## config.mk

```make
export PLATFORM = sky130hd
export DESIGN_NAME = obstacle_field_engine
export DESIGN_NICKNAME = d
export VERILOG_FILES = /design/src/rtl/vga_game_pkg.sv /design/src/rtl/obstacle_lane.sv /design/src/rtl/obstacle_field_engine.sv
export SDC_FILE = /design/constraint.sdc
export NUM_CORES = 1
export LEC_CHECK = 0
export CORE_UTILIZATION = 40
export DETAILED_ROUTE_END_ITERATION = 10
export HOLD_SLACK_MARGIN = 0.08
export PLACE_DENSITY_LB_ADDON = 0.08
export SLEW_MARGIN = 20
export SYNTH_ARGS = -nofsm -noshare
export SYNTH_HDL_FRONTEND = slang
export SYNTH_HIERARCHICAL = 1
export SYNTH_SLANG_ARGS = --single-unit
```

## constraint.sdc

```tcl
create_clock -name i_clk -period 3.8 [get_ports i_clk]
set_input_delay 0.76 -clock i_clk [delete_from_list [all_inputs] [get_ports i_clk]]
set_output_delay 0.76 -clock i_clk [all_outputs]
set_load 0.05 [all_outputs]
```

## src/rtl/vga_game_pkg.sv

```systemverilog
// rtl/vga_game_pkg.sv - shared game state type, screen defaults and obstacle reset placement
package vga_game_pkg;

    localparam int H_ACTIVE_DEFAULT = 640;
    localparam int V_ACTIVE_DEFAULT = 480;

    typedef enum logic [1:0] {
        IDLE = 2'b00,
        PLAY = 2'b01,
        OVER = 2'b10
    } game_state_t;

    // Staggered start: obstacles spread evenly across the lane, each lane
    // offset by one obstacle width so lanes do not line up vertically.
    function automatic int reset_x(input int k, input int lane, input int h_active,
                                   input int objs, input int obj_w);
        return (k * (h_active / objs) + lane * obj_w) % h_active;
    endfunction

endpackage

```

## src/rtl/obstacle_lane.sv

```systemverilog
// rtl/obstacle_lane.sv - one lane of scrolling obstacles with wrap-aware pixel hit test
//
// Ports:
//   i_clk, i_reset         pixel clock, synchronous active-high reset
//   i_move                 advance all obstacles of this lane by STEP
//   i_dir                  0 = rightward, 1 = leftward
//   i_counter_x/y          current scan position
//   o_lane_hit             combinational: scan position lies on an obstacle of this lane
module obstacle_lane
    import vga_game_pkg::*;
#(
    parameter int H_ACTIVE   = H_ACTIVE_DEFAULT,
    parameter int OBJS       = 2,
    parameter int OBJ_W      = 20,
    parameter int LANE_Y0    = 56,
    parameter int LANE_PITCH = 64,
    parameter int LANE_H     = 8,
    parameter int STEP       = 2,
    parameter int COORD_W    = 10,
    parameter int LANE       = 0
) (
    input  logic               i_clk,
    input  logic               i_reset,
    input  logic               i_move,
    input  logic               i_dir,
    input  logic [COORD_W-1:0] i_counter_x,
    input  logic [COORD_W-1:0] i_counter_y,
    output logic               o_lane_hit
);

    localparam int ROW0 = LANE_Y0 + LANE * LANE_PITCH;

    localparam logic [COORD_W:0] H_E     = (COORD_W+1)'(H_ACTIVE);
    localparam logic [COORD_W:0] STEP_E  = (COORD_W+1)'(STEP);
    localparam logic [COORD_W:0] OBJW_M1 = (COORD_W+1)'(OBJ_W - 1);
    localparam logic [COORD_W:0] ROW_LO  = (COORD_W+1)'(ROW0);
    localparam logic [COORD_W:0] ROW_HI  = (COORD_W+1)'(ROW0 + LANE_H - 1);

    logic [COORD_W-1:0] r_x    [OBJS];
    logic [COORD_W-1:0] w_next [OBJS];
    logic               w_col_hit;
    logic               w_row_hit;
    logic [COORD_W:0]   w_cx;
    logic [COORD_W:0]   w_cy;

    assign w_cx = {1'b0, i_counter_x};
    assign w_cy = {1'b0, i_counter_y};

    // All arithmetic is one bit wider than the coordinates so that the
    // unwrapped right edge (up to H_ACTIVE+OBJ_W-2) and x+STEP never overflow.
    always_comb begin
        logic [COORD_W:0] x_ext;
        logic [COORD_W:0] x_end;
        logic [COORD_W:0] sum;
        w_col_hit = 1'b0;
        for (int k = 0; k < OBJS; k++) begin
            x_ext = {1'b0, r_x[k]};
            sum   = x_ext + STEP_E;
            if (!i_dir) begin
                w_next[k] = (sum >= H_E) ? COORD_W'(sum - H_E) : COORD_W'(sum);
            end else begin
                w_next[k] = (x_ext < STEP_E) ? COORD_W'(x_ext + H_E - STEP_E)
                                             : COORD_W'(x_ext - STEP_E);
            end
            x_end = x_ext + OBJW_M1;
            if ((w_cx >= x_ext) && (w_cx <= x_end)) begin
                w_col_hit = 1'b1;
            end
            // Obstacle straddling the right edge also covers the leftmost columns.
            if ((x_end >= H_E) && (w_cx <= (x_end - H_E))) begin
                w_col_hit = 1'b1;
            end
        end
    end

    assign w_row_hit  = (w_cy >= ROW_LO) && (w_cy <= ROW_HI);
    assign o_lane_hit = w_row_hit & w_col_hit;

    always_ff @(posedge i_clk) begin
        if (i_reset) begin
            for (int k = 0; k < OBJS; k++) begin
                r_x[k] <= COORD_W'(reset_x(k, LANE, H_ACTIVE, OBJS, OBJ_W));
            end
        end else if (i_move) begin
            for (int k = 0; k < OBJS; k++) begin
                r_x[k] <= w_next[k];
            end
        end
    end

endmodule

```

## src/rtl/obstacle_field_engine.sv

```systemverilog
// rtl/obstacle_field_engine.sv - obstacle lanes, player box render, per-frame hit detection and game FSM
//
// Ports:
//   i_clk, i_reset          pixel clock, synchronous active-high reset
//   i_start                 level: IDLE->PLAY, OVER->IDLE
//   i_move_tick             one-cycle pulse advancing obstacles (PLAY only)
//   i_frame_start           one-cycle pulse at first vertical-blank cycle
//   i_dir_mask              per-lane direction, 1 = leftward
//   i_counter_x/y           scan position, i_in_display visible flag
//   i_player_x/y            player box centre
//   o_pix_obstacle/player   registered pixel flags, one cycle behind the scan
//   o_hit_pulse             frame just closed contained an overlap
//   o_hit_count             saturating hit counter
//   o_state                 00 IDLE, 01 PLAY, 10 OVER
module obstacle_field_engine
    import vga_game_pkg::*;
#(
    parameter int H_ACTIVE    = H_ACTIVE_DEFAULT,
    parameter int NUM_LANES   = 6,
    parameter int OBJS        = 2,
    parameter int OBJ_W       = 20,
    parameter int LANE_Y0     = 56,
    parameter int LANE_PITCH  = 64,
    parameter int LANE_H      = 8,
    parameter int STEP        = 2,
    parameter int PLAYER_HALF = 30,
    parameter int COORD_W     = 10,
    parameter int MAX_HITS    = 10
) (
    input  logic                 i_clk,
    input  logic                 i_reset,
    input  logic                 i_start,
    input  logic                 i_move_tick,
    input  logic                 i_frame_start,
    input  logic [NUM_LANES-1:0] i_dir_mask,
    input  logic [COORD_W-1:0]   i_counter_x,
    input  logic [COORD_W-1:0]   i_counter_y,
    input  logic                 i_in_display,
    input  logic [COORD_W-1:0]   i_player_x,
    input  logic [COORD_W-1:0]   i_player_y,
    output logic                 o_pix_obstacle,
    output logic                 o_pix_player,
    output logic                 o_hit_pulse,
    output logic [3:0]           o_hit_count,
    output logic [1:0]           o_state
);

    localparam logic [COORD_W:0] PH = (COORD_W+1)'(PLAYER_HALF);

    game_state_t          r_state;
    logic                 r_frame_hit;
    logic [3:0]           r_hit_count;
    logic                 r_hit_pulse;
    logic                 r_pix_obstacle;
    logic                 r_pix_player;

    logic [NUM_LANES-1:0] w_lane_hit;
    logic                 w_obs_hit;
    logic                 w_player_hit;
    logic                 w_overlap;
    logic                 w_move;
    logic                 w_in_play;
    logic [COORD_W:0]     w_cx;
    logic [COORD_W:0]     w_cy;
    logic [COORD_W:0]     w_px;
    logic [COORD_W:0]     w_py;

    assign w_in_play = (r_state == PLAY);
    assign w_move    = i_move_tick & w_in_play;

    for (genvar l = 0; l < NUM_LANES; l++) begin : g_lane
        obstacle_lane #(
            .H_ACTIVE  (H_ACTIVE),
            .OBJS      (OBJS),
            .OBJ_W     (OBJ_W),
            .LANE_Y0   (LANE_Y0),
            .LANE_PITCH(LANE_PITCH),
            .LANE_H    (LANE_H),
            .STEP      (STEP),
            .COORD_W   (COORD_W),
            .LANE      (l)
        ) u_lane (
            .i_clk      (i_clk),
            .i_reset    (i_reset),
            .i_move     (w_move),
            .i_dir      (i_dir_mask[l]),
            .i_counter_x(i_counter_x),
            .i_counter_y(i_counter_y),
            .o_lane_hit (w_lane_hit[l])
        );
    end

    assign w_obs_hit = |w_lane_hit;

    // Widened so a box near the screen origin never wraps to the far edge.
    assign w_cx = {1'b0, i_counter_x};
    assign w_cy = {1'b0, i_counter_y};
    assign w_px = {1'b0, i_player_x};
    assign w_py = {1'b0, i_player_y};

    assign w_player_hit = ((w_cx + PH) >= w_px) && (w_cx <= (w_px + PH)) &&
                          ((w_cy + PH) >= w_py) && (w_cy <= (w_py + PH));

    assign w_overlap = i_in_display & w_obs_hit & w_player_hit;

    always_ff @(posedge i_clk) begin
        if (i_reset) begin
            r_state        <= IDLE;
            r_frame_hit    <= 1'b0;
            r_hit_count    <= 4'd0;
            r_hit_pulse    <= 1'b0;
            r_pix_obstacle <= 1'b0;
            r_pix_player   <= 1'b0;
        end else begin
            r_pix_obstacle <= i_in_display & w_obs_hit;
            r_pix_player   <= i_in_display & w_player_hit;
            r_hit_pulse    <= i_frame_start & r_frame_hit;

            // An overlap coinciding with frame_start opens the new frame.
            if (i_frame_start) begin
                r_frame_hit <= w_overlap & w_in_play;
                if (r_frame_hit && (r_hit_count != 4'hF)) begin
                    r_hit_count <= r_hit_count + 4'd1;
                end
            end else if (w_overlap && w_in_play) begin
                r_frame_hit <= 1'b1;
            end

            case (r_state)
                IDLE: begin
                    if (i_start) begin
                        r_state     <= PLAY;
                        r_hit_count <= 4'd0;
                        r_frame_hit <= 1'b0;
                    end
                end
                PLAY: begin
                    if (r_hit_count >= 4'(MAX_HITS)) begin
                        r_state <= OVER;
                    end
                end
                OVER: begin
                    if (i_start) begin
                        r_state <= IDLE;
                    end
                end
                default: r_state <= IDLE;
            endcase
        end
    end

    assign o_pix_obstacle = r_pix_obstacle;
    assign o_pix_player   = r_pix_player;
    assign o_hit_pulse    = r_hit_pulse;
    assign o_hit_count    = r_hit_count;
    assign o_state        = r_state;

endmodule

```

==> metrics <==
antenna violations before repair=1; gr usage total=25.1%; number of flops mapped to enable cells by yosys=120; final hold violation count=0; Pre-antenna DRT Iters=5; reg2reg start=g_lane[1].u_lane/r_x[0][1]; Final Instance Area=0.0262 mm^2; synth cell count leaders=ha_1 (398), xnor2_1 (216), nor2_1 (214); post-synthesis instance area=0.0220 mm^2; RSZ-0062 raised after global routing=yes; Synth Net Count=3107; largest cells by area after synthesis=ha_1 (23%), edfxtp_1 (16%), xnor2_1 (8.6%); element type at the critical path end=flop; total leakage power=11.0 nW; Main synth FF type=edfxtp_1; CTS tree=yes; Placed Cells incl. Taps=3583; Worst Hold Launch=r_frame_hit; R2R Path End=r_frame_hit; VDD IR-drop max=0.390 mV; via count=21.1k; post-route insts no fill=3633; Die Ht=237 um; met2 Usage GRT=40.3%; worst slack, placed=-0.244 ns; setup violators final=0; post-route clock skew=0.0135 ns; Root Buffer=clkbuf_16; Mean Syn Cell Area=8.28 um^2; met3 usage=3.42%; worst setup margin=0.0414 ns; Core ar.=0.0541 mm^2; reg-to-reg slack, setup=0.04 ns; H-Tree Depth=4; fin crit period=3.76 ns; Clock Sinks=130; min-delay worst type=flop to flop; Min-Delay Endpoint=o_hit_pulse; arrival time worst endpoint=4.16 ns; crit path from=g_lane[1].u_lane/r_x[0][1]; ratio of final minimum period to clock period=98.9%; Die Width=237 um; Worst EP required=4.21 ns; starting density of the core=40.6%; Yosys top cell area share=22.6%; ANT cells=0; Yosys cell types=122; buffers added on ports=60; maximum fanout along the worst path=4; CTS buffer count=17; Via density=5.81; Max-Cap Viols=0; clk slew on worst S/H paths=0.06 ns; leading area contributor after synthesis=ha_1; Final Wtd Congestion=0.901; num rows=85; top-count cell post-synth=ha_1; post-synthesis cell count=2657; Setup crit start kind=flop; pwr dens=231 mW/mm^2; layout cell share with drive strength beyond 1=18.2%; critical path class=flop to flop; Post-DP HPWL=55.7 mm; Layout area overhead=19.0%; max-slew violations=0; first-pass GRT wire length=112 mm; synthesized flop and latch total=130; status=finished, final reports clean; Area after DPL=0.0250 mm^2; I/O pin count=61; die area=0.0560 mm^2; Slew @ Worst Pin=0.761 ns; Seq/Total Area, Yosys=17.3%; busiest layer in global routing=met2; max_slew headroom=49.2%; Reg2Reg Depth=18; FFs w/ async S/R, synth=0%; f_max=266 MHz; Final #Nets=3374; Hold Crit Depth=2; gr ovfl total=0; largest net degree at the start of global routing=31; Ys Warns=6; starting DRC count in detailed routing=1252; worst hold slack=0.586 ns; Skew-Pair Late Insertion Delay=0.49 ns; DR DRC count=0; cts hold-fix bufs=0; vias in the first global route=20.4k; met1 Use GR=34.3%; antenna viol nets, final=0; DRT Wirelength=70.2 mm; DR WL/cell=19.3 um; Pwr Total=6.06 mW; Max clock buf depth=2
-- timing repair --
item	4_1_cts	5_1_grt
resized for setup	16	79
endpoints found under the setup margin	2	2
pin swaps	5	38
buffers inserted	3	15
hold endpoints to repair	0	0
-- routing by layer --
layer / routed length [um] / up-vias
met5: 9 / -
met4: 1720 / 2
met3: 3170 / 86
met2: 31700 / 458
met1: 33600 / 10100
li1: - / 10400
-- how the worst max path moves through the flow --
stage	slack [ns]	cells past startpoint	endpoint
finish	0.04	18	r_frame_hit
floorplan	0.20	17	r_frame_hit
detailed placement	-0.24	15	r_frame_hit
CTS	0.003	21	r_frame_hit
global placement	-0.22	15	r_frame_hit
global route	-0.18	18	r_frame_hit
-- final cells by class --
type	count	area (um^2)
Tap cell	696	871
Clock inverter	15	189
Multi-Input combinational cell	2232	17300
Fill cell	5230	27900
Inverter	186	699
Sequential cell	130	3800
Clock buffer	17	425
Timing Repair Buffer	357	2880
-- cells by family after synthesis --
group	Yosys count	share of synthesized area [%]
AO/OA/AOI/OAI	638	20.1
AND/OR/NAND/NOR	906	22.1
adder cells (fa/ha/maj)	402	22.8
multiplexers	28	1.31
buffers and inverters	295	5.96
flip-flops	130	17.3
XOR/XNOR	258	10.4
-- power by group --
part / leakage [nW] / switching [mW] / total [mW] / internal (mW)
clock: 0.289 / 0.741 / 1.83 / 1.09
sequential: 1.22 / 0.0908 / 1.72 / 1.63
combinational: 9.46 / 1.39 / 2.51 / 1.12
-- placed cells by master (no fill, tap or decap), types with 13 or more instances in the layout --
cell type	count
nand2_1	186
nor4_1	38
o21ai_0	76
ha_1	387
nor3_2	13
nand3b_1	15
xnor2_2	17
xor2_1	38
a31o_2	15
a21oi_1	141
nor2_1	213
mux2i_1	22
o21ai_1	17
nor3_1	78
edfxtp_1	120
and3_1	19
clkinv_1	20
clkbuf_16	17
a211oi_1	41
nand2b_1	25
buf_4	289
o211ai_1	28
or2_2	15
nor2b_1	26
xnor2_1	203
o21a_1	20
clkdlybuf4s50_1	50
inv_1	150
o22ai_1	16
or3_1	21
nand4_1	55
a21o_1	47
o31ai_1	13
a31oi_1	43
nand3_1	85
inv_2	19
-- worst max-delay path, stage by stage, from the launching register on --
cell and delay [ns]:
edfxtp_1 0.40, inv_2 0.09, ha_4 0.17, and3b_4 0.30, o2111ai_4 0.12, xnor2_2 0.26
xor2_1 0.19, ha_1 0.28, a21o_1 0.18, a21oi_2 0.21, mux2_4 0.19, a31oi_4 0.03
maj3_2 0.31, o31a_1 0.16, a31oi_4 0.25, nor4_2 0.09, a21oi_2 0.14, nand3b_1 0.11
o31ai_2 0.18
-- registers in the layout, summed over array words and instances, names as in the netlist --
signal,cells
g_lane.u_lane/r_x,120
o_hit_count,4
o_hit_pulse,1
o_pix_obstacle,1
o_pix_player,1
o_state,2
r_frame_hit,1
-- per-stage QoR --
step                      setup TNS (ns)  util [%]
final                                  0      48.4
after CTS                              0      47.5
after global placement            -0.269      46.2
after detailed placement          -0.287      46.2
after global routing              -0.286      48.4
after floorplan                        0         -
(Power assumes the default switching activity.)
